--- config.mk ---
export PLATFORM = sky130hd
export DESIGN_NAME = color_report_tx
export DESIGN_NICKNAME = d
export VERILOG_FILES = /design/src/rtl/color_report_pkg.sv /design/src/rtl/color_report_tx_dec3.sv /design/src/rtl/color_report_tx.sv
export SDC_FILE = /design/constraint.sdc
export NUM_CORES = 1
export LEC_CHECK = 0
export CAP_MARGIN = 5
export CORE_MARGIN = 4
export CORE_UTILIZATION = 35
export CTS_CLUSTER_SIZE = 14
export DETAILED_ROUTE_END_ITERATION = 10
export GPL_ROUTABILITY_DRIVEN = 0
export HOLD_SLACK_MARGIN = 0.06
export PLACE_DENSITY = 0.69
export SLEW_MARGIN = 5
export SYNTH_ARGS = -nofsm -noshare
export SYNTH_HDL_FRONTEND = slang
export SYNTH_HIERARCHICAL = 1
export SYNTH_SLANG_ARGS = --single-unit
--- constraint.sdc ---
create_clock -name clk -period 2.05 [get_ports clk]
set_input_delay 0.41 -clock clk [delete_from_list [all_inputs] [get_ports clk]]
set_output_delay 0.41 -clock clk [all_outputs]
set_load 0.1 [all_outputs]
--- src/rtl/color_report_pkg.sv ---
// Shared constants, FSM states and helpers for the colour report transmitter.
package color_report_pkg;

    localparam logic [7:0] ASCII_ZERO  = 8'h30;
    localparam logic [7:0] ASCII_COMMA = 8'h2C;
    localparam logic [7:0] ASCII_CR    = 8'h0D;
    localparam logic [7:0] ASCII_STAR  = 8'h2A;

    // Number of colour channels carried in one frame (R, G, B).
    localparam int NUM_CH = 3;

    typedef enum logic [2:0] {
        IDLE,
        CONV,
        EMIT_H,
        EMIT_T,
        EMIT_U,
        EMIT_SEP,
        EMIT_TERM
    } state_t;

    // Map a decimal digit 0..9 to its ASCII character.
    function automatic logic [7:0] digit_ascii(input logic [3:0] d);
        return ASCII_ZERO + {4'h0, d};
    endfunction

endpackage

--- src/rtl/color_report_tx_dec3.sv ---
// Serial 8-bit binary to three decimal digits, one subtraction per cycle.
module dec3_digits (
    input  logic       clk,
    input  logic       rst,
    input  logic       load,
    input  logic [7:0] value,
    output logic [3:0] hundreds,
    output logic [3:0] tens,
    output logic [3:0] units,
    output logic       valid
);
    logic [7:0] rem_reg;
    logic [3:0] h_reg;
    logic [3:0] t_reg;
    logic       active_reg;
    logic       valid_reg;

    // Load a new value, then peel off hundreds, then tens; the leftover is units.
    always_ff @(posedge clk or posedge rst) begin
        if (rst) begin
            rem_reg    <= 8'd0;
            h_reg      <= 4'd0;
            t_reg      <= 4'd0;
            active_reg <= 1'b0;
            valid_reg  <= 1'b0;
        end else if (load) begin
            rem_reg    <= value;
            h_reg      <= 4'd0;
            t_reg      <= 4'd0;
            active_reg <= 1'b1;
            valid_reg  <= 1'b0;
        end else if (active_reg) begin
            if (rem_reg >= 8'd100) begin
                rem_reg <= rem_reg - 8'd100;
                h_reg   <= h_reg + 4'd1;
            end else if (rem_reg >= 8'd10) begin
                rem_reg <= rem_reg - 8'd10;
                t_reg   <= t_reg + 4'd1;
            end else begin
                active_reg <= 1'b0;
                valid_reg  <= 1'b1;
            end
        end
    end

    assign hundreds = h_reg;
    assign tens     = t_reg;
    assign units    = rem_reg[3:0];
    assign valid    = valid_reg;

endmodule

--- src/rtl/color_report_tx.sv ---
// Converts an RGB triple to "R,G,B<CR>" ASCII and streams it over valid/ready.
module color_report_tx
    import color_report_pkg::*;
#(
    parameter logic [7:0] SEP_CHAR       = ASCII_COMMA,
    parameter logic [7:0] TERM_CHAR      = ASCII_CR,
    parameter bit         SUPPRESS_ZEROS = 1'b1
) (
    input  logic       clk,
    input  logic       rst,
    input  logic       start,
    input  logic [7:0] r_val,
    input  logic [7:0] g_val,
    input  logic [7:0] b_val,
    output logic       busy,
    output logic [7:0] tx_data,
    output logic       tx_valid,
    input  logic       tx_ready,
    output logic       done
);
    state_t     state_reg, state_next;
    logic [1:0] ch_reg, ch_next;
    logic       done_reg, done_next;
    // Red goes straight into the converter on start; only green and blue wait.
    logic [7:0] g_reg, b_reg;
    logic       latch;
    logic       conv_load;
    logic [7:0] conv_value;
    logic [3:0] dig_h, dig_t, dig_u;
    logic       conv_valid;

    dec3_digits u_dec (
        .clk      (clk),
        .rst      (rst),
        .load     (conv_load),
        .value    (conv_value),
        .hundreds (dig_h),
        .tens     (dig_t),
        .units    (dig_u),
        .valid    (conv_valid)
    );

    // In IDLE the converter takes red live; on a separator it takes the next latched channel.
    assign conv_value = (state_reg == IDLE) ? r_val :
                        (ch_reg == 2'd0)    ? g_reg : b_reg;

    // Sequence conversion and emission; advance only on an accepted byte.
    always_comb begin
        state_next = state_reg;
        ch_next    = ch_reg;
        done_next  = 1'b0;
        latch      = 1'b0;
        conv_load  = 1'b0;
        case (state_reg)
            IDLE: begin
                // The done cycle still belongs to the previous frame.
                if (start && !done_reg) begin
                    latch      = 1'b1;
                    conv_load  = 1'b1;
                    ch_next    = 2'd0;
                    state_next = CONV;
                end
            end
            CONV: begin
                if (conv_valid) begin
                    if (SUPPRESS_ZEROS && dig_h == 4'd0)
                        state_next = (dig_t == 4'd0) ? EMIT_U : EMIT_T;
                    else
                        state_next = EMIT_H;
                end
            end
            EMIT_H: if (tx_ready) state_next = EMIT_T;
            EMIT_T: if (tx_ready) state_next = EMIT_U;
            EMIT_U: begin
                if (tx_ready)
                    state_next = (ch_reg == 2'(NUM_CH - 1)) ? EMIT_TERM : EMIT_SEP;
            end
            EMIT_SEP: begin
                if (tx_ready) begin
                    conv_load  = 1'b1;
                    ch_next    = ch_reg + 2'd1;
                    state_next = CONV;
                end
            end
            EMIT_TERM: begin
                if (tx_ready) begin
                    done_next  = 1'b1;
                    state_next = IDLE;
                end
            end
            default: state_next = IDLE;
        endcase
    end

    // State, channel index, done pulse and latched channel values.
    always_ff @(posedge clk or posedge rst) begin
        if (rst) begin
            state_reg <= IDLE;
            ch_reg    <= 2'd0;
            done_reg  <= 1'b0;
            g_reg     <= 8'd0;
            b_reg     <= 8'd0;
        end else begin
            state_reg <= state_next;
            ch_reg    <= ch_next;
            done_reg  <= done_next;
            if (latch) begin
                g_reg <= g_val;
                b_reg <= b_val;
            end
        end
    end

    // Byte on offer is a pure function of held state, so it stays stable under back-pressure.
    always_comb begin
        tx_data = 8'h00;
        case (state_reg)
            EMIT_H:    tx_data = digit_ascii(dig_h);
            EMIT_T:    tx_data = digit_ascii(dig_t);
            EMIT_U:    tx_data = digit_ascii(dig_u);
            EMIT_SEP:  tx_data = SEP_CHAR;
            EMIT_TERM: tx_data = TERM_CHAR;
            default:   tx_data = 8'h00;
        endcase
    end

    assign tx_valid = (state_reg == EMIT_H) || (state_reg == EMIT_T) ||
                      (state_reg == EMIT_U) || (state_reg == EMIT_SEP) ||
                      (state_reg == EMIT_TERM);
    assign busy     = (state_reg != IDLE);
    assign done     = done_reg;

endmodule

==> out/metrics.json <==
{
  "run_status": {"value": "finished clean"},
  "cts_max_level": {"value": 2},
  "finish.instance_area": {"value": 3610, "unit": "µm²"},
  "power-per-cell-area": {"value": 1810, "unit": "nW/µm²"},
  "port-buffer-count": {"value": 36},
  "max_cap_viol": {"value": 0},
  "fin_crit": {"value": 1.97, "unit": "ns"},
  "dr_total_vias": {"value": 2252},
  "worstSetupStartpoint": {"value": "state_reg[0]"},
  "via_count_of_the_first_global_routing_pass": {"value": 2236},
  "wire_per_inst": {"value": 15.7, "unit": "µm"},
  "number_of_antenna_violations_at_the_first_check_in_global_routing": {"value": 0},
  "row_count": {"value": 31},
  "period_share": {"value": 96.3, "unit": "%"},
  "post_dp_cell_area": {"value": 3340, "unit": "µm²"},
  "power.share.sequential": {"value": 24.0, "unit": "%"},
  "synthCells": {"value": 269},
  "drt_wl_total": {"value": 6.56, "unit": "mm"},
  "area_delta_synth_final": {"value": 34.4, "unit": "%"},
  "cp-end-kind": {"value": "primary output"},
  "io_pins": {"value": 39},
  "critical_path_arrival": {"value": 1.56, "unit": "ns"},
  "ir_worst_vdd": {"value": 0.576, "unit": "mV"},
  "drt_pre_antenna_iters": {"value": 4},
  "cp.required": {"value": 1.64, "unit": "ns"},
  "final_hold_viol_count": {"value": 0},
  "wp_buf_inv": {"value": 2},
  "synthArstFlopShare": {"value": 100, "unit": "%"},
  "grt_max_degree": {"value": 22},
  "power_frac_comb": {"value": 65.5, "unit": "%"},
  "cts_tree": {"value": "yes"},
  "cts.sink_count": {"value": 40},
  "worst_path_max_delay_cell": {"value": "dfrtp_1"},
  "clock_network_fraction_of_total_power": {"value": 10.5, "unit": "%"},
  "tightest_slew": {"value": 0.528, "unit": "ns"},
  "final-seq-area": {"value": 1010, "unit": "µm²"},
  "leak": {"value": 1.56, "unit": "nW"},
  "relSlewSlack": {"value": 64.8, "unit": "%"},
  "final-max-slew-violation-count": {"value": 0},
  "type_of_the_tightest_min_delay_check": {"value": "in2async"},
  "critical_path_depth": {"value": 5},
  "die-area": {"value": 9130, "unit": "µm²"},
  "final_antenna_net_count": {"value": 0},
  "initialDrtViolationCount": {"value": 178},
  "fin_ws": {"value": 0.0767, "unit": "ns"},
  "filler_cell_count": {"value": 681},
  "crit_path_max_fanout": {"value": 8},
  "worstSetupStartpointType": {"value": "register"},
  "setup-violations-final": {"value": 0},
  "clock.fmax": {"value": 0.507, "unit": "GHz"},
  "postSynth.topFlopCell": {"value": "dfrtp_1"},
  "internal_power": {"value": 0.00355, "unit": "W"},
  "nets": {"value": 355},
  "ys_ff_latch": {"value": 40},
  "synthDistinctLibCells": {"value": 64},
  "die_y": {"value": 95.6, "unit": "µm"},
  "ctsLongestPathBuffers": {"value": 2},
  "max_stage_delay": {"value": 0.38, "unit": "ns"},
  "hpwl": {"value": 4.88, "unit": "mm"},
  "critPathTopFamily": {"value": "flip-flops"},
  "swShare": {"value": 45.6, "unit": "%"},
  "switching_power": {"value": 0.00298, "unit": "W"},
  "die_w": {"value": 95.6, "unit": "µm"},
  "post_synth.cell_area_avg": {"value": 9.98, "unit": "µm²"},
  "yosys_warnings": {"value": 6},
  "clock_network_latency_to_the_later_pin_of_the_worst_skew_pair": {"value": 0.30, "unit": "ns"},
  "cell_chosen_for_the_clock_root": {"value": "clkbuf_8"},
  "global_route.overflow_total": {"value": 0},
  "number_of_buffers_created_by_cts": {"value": 5},
  "floorplan.initialDensity": {"value": 36.4, "unit": "%"},
  "n_antenna_cell": {"value": 0},
  "postCtsHoldBufs": {"value": 0},
  "post_synth_instance_area": {"value": 2680, "unit": "µm²"},
  "synth_enable_flop_cells": {"value": 0},
  "multi_input_comb_area": {"value": 1620, "unit": "µm²"},
  "place_ws": {"value": -0.245, "unit": "ns"},
  "critical_path_class": {"value": "reg2out"},
  "synth.yosys.seq_area_share": {"value": 37.3, "unit": "%"},
  "layout-drive-gt1-share": {"value": 30.1, "unit": "%"},
  "rr_startpoint": {"value": "u_dec/rem_reg[2]"},
  "viasPerCell": {"value": 5.39},
  "path_cells": {"value": "buf_6 -> mux2_2 -> o22ai_4 -> nor2_4 -> buf_12"},
  "clkTransAtPathRegs": {"value": 0.08, "unit": "ns"},
  "reg2reg_depth": {"value": 6},
  "rsz0062_at_grt": {"value": "yes"},
  "global_route.usage.total": {"value": 15.6, "unit": "%"},
  "coreArea": {"value": 7370, "unit": "µm²"},
  "fin_skew": {"value": 0.00542, "unit": "ns"},
  "remaining_drc_errors": {"value": 0},
  "first_pass_grt_wire_length": {"value": 11.0, "unit": "mm"}
}
-- worst reg2reg max path: stages, from the launching register on --
cell and delay [ns]:
dfrtp_1 0.40, inv_1 0.13, ha_1 0.23, nor3b_4 0.31
a21oi_4 0.13, or4_1 0.53, a21oi_1 0.15
-- per-layer routing --
| metal | global-route usage (%) | part of all wire (%) | vias to the layer above | routed length [µm] |
|---|---|---|---|---|
| met4 | 5.21 | 1.2 | 0 | 78 |
| met2 | 25.9 | 51 | 59 | 3320 |
| li1 | - | - | 1085 | - |
| met3 | 3.00 | 4.7 | 8 | 305 |
| met1 | 20.3 | 43 | 1100 | 2850 |
| met5 | 0 | 0 | - | 0 |
-- metrics by stage --
stage	setup TNS, ns	total power [W]	instances	hold slack, ns	util [%]
final	0	0.00653	418	0.283	48.9
after global routing	-0.0174	0.00699	418	0.292	48.9
after CTS	0	0.00630	410	0.279	47.3
after detailed placement	-1.29	0.00557	402	0.494	45.3
after global placement	-1.13	0.00548	402	0.489	45.3
after floorplan	-0.0203	0.00451	270	0.349	-
-- power groups by stage --
| stage | Sequential, W | Combinational [W] | Clock (W) |
|---|---|---|---|
| after floorplan | 0.00140 | 0.00311 | 0 |
| after global placement | 0.00155 | 0.00393 | 0 |
| after detailed placement | 0.00157 | 0.00400 | 0 |
| after CTS | 0.00156 | 0.00405 | 0.000698 |
| after global routing | 0.00163 | 0.00462 | 0.000739 |
| final | 0.00157 | 0.00428 | 0.000684 |
-- layout make-up --
type,instances,area share (%)
multi-input combinational,193,44.9
tap,99,3.43
timing repair buffer,65,19.1
clock buffer,6,2.29
inverter,13,1.35
sequential,40,27.9
clock inverter,2,1.08
-- repair_timing --
action                                  in CTS  in global routing
gates cloned                                 0                  1
pin swaps                                    0                  6
endpoints found under the setup margin       5                  9
setup buffers                                0                  7
resized for setup                            7                 12
-- cells in the final DEF, fill, tap and decap left out, types with 4 or more instances in the layout --
cell,netlist,layout
a211oi_1,4,4
a21oi_1,22,20
buf_12,0,10
buf_4,6,26
clkbuf_8,0,6
clkdlybuf4s50_1,0,27
dfrtp_1,40,38
ha_1,9,9
inv_1,13,13
mux2_2,10,10
mux2_4,10,10
mux2i_1,9,9
nand2_1,10,10
nand3_1,6,6
nor2_1,19,16
o211ai_1,4,4
o21ai_0,9,8
o31ai_1,6,6
or3_1,7,7
or4_1,4,4
-- worst paths after layout --
kind | to | slack, ns
max | tx_data[3] | 0.08
min | done | 0.28
max reg2reg | u_dec/tens[3] | 0.09
min reg2reg | g_reg[3] | 0.51
max in group asynchronous | ch_reg[1] | 1.32
min in group clk | g_reg[3] | 0.51
-- Yosys cell counts (all sizes together) (3+ instances only) --
master | number | area, µm²
mux2 | 20 | 263
o21ai | 10 | 53.8
a21o | 3 | 23.8
a31oi | 3 | 18.8
nand2 | 10 | 37.5
inv | 13 | 48.8
o22ai | 3 | 18.8
or3 | 7 | 43.8
buf | 17 | 138
nor4 | 4 | 31.3
mux2i | 9 | 90.1
o21a | 3 | 22.5
or4 | 4 | 30.0
nor2 | 19 | 71.3
a21oi | 23 | 126
a211oi | 4 | 30.0
ha | 9 | 113
clkbuf | 8 | 30.0
o31ai | 6 | 45.0
dfrtp | 40 | 1000
and2 | 3 | 21.3
nand3 | 6 | 30.0
o211ai | 4 | 30.0
nand2b | 6 | 37.5
-- cell families (layout without fill, tap and decap cells) --
logic type                 after synthesis  in the layout  share of synthesized area (%)
adders and majority gates                9              9                           4.20
AOI/OAI and AO/OA                       78             79                           20.6
muxes                                   29             29                           13.1
and+or+nand+nor                         70             70                           15.2
other                                    1              2                          0.140
xor gates and xnor gates                 4              4                           1.31
buffers and inverters                   38             86                           8.06
DFF                                     40             40                           37.3
(Power assumes the default switching activity.)
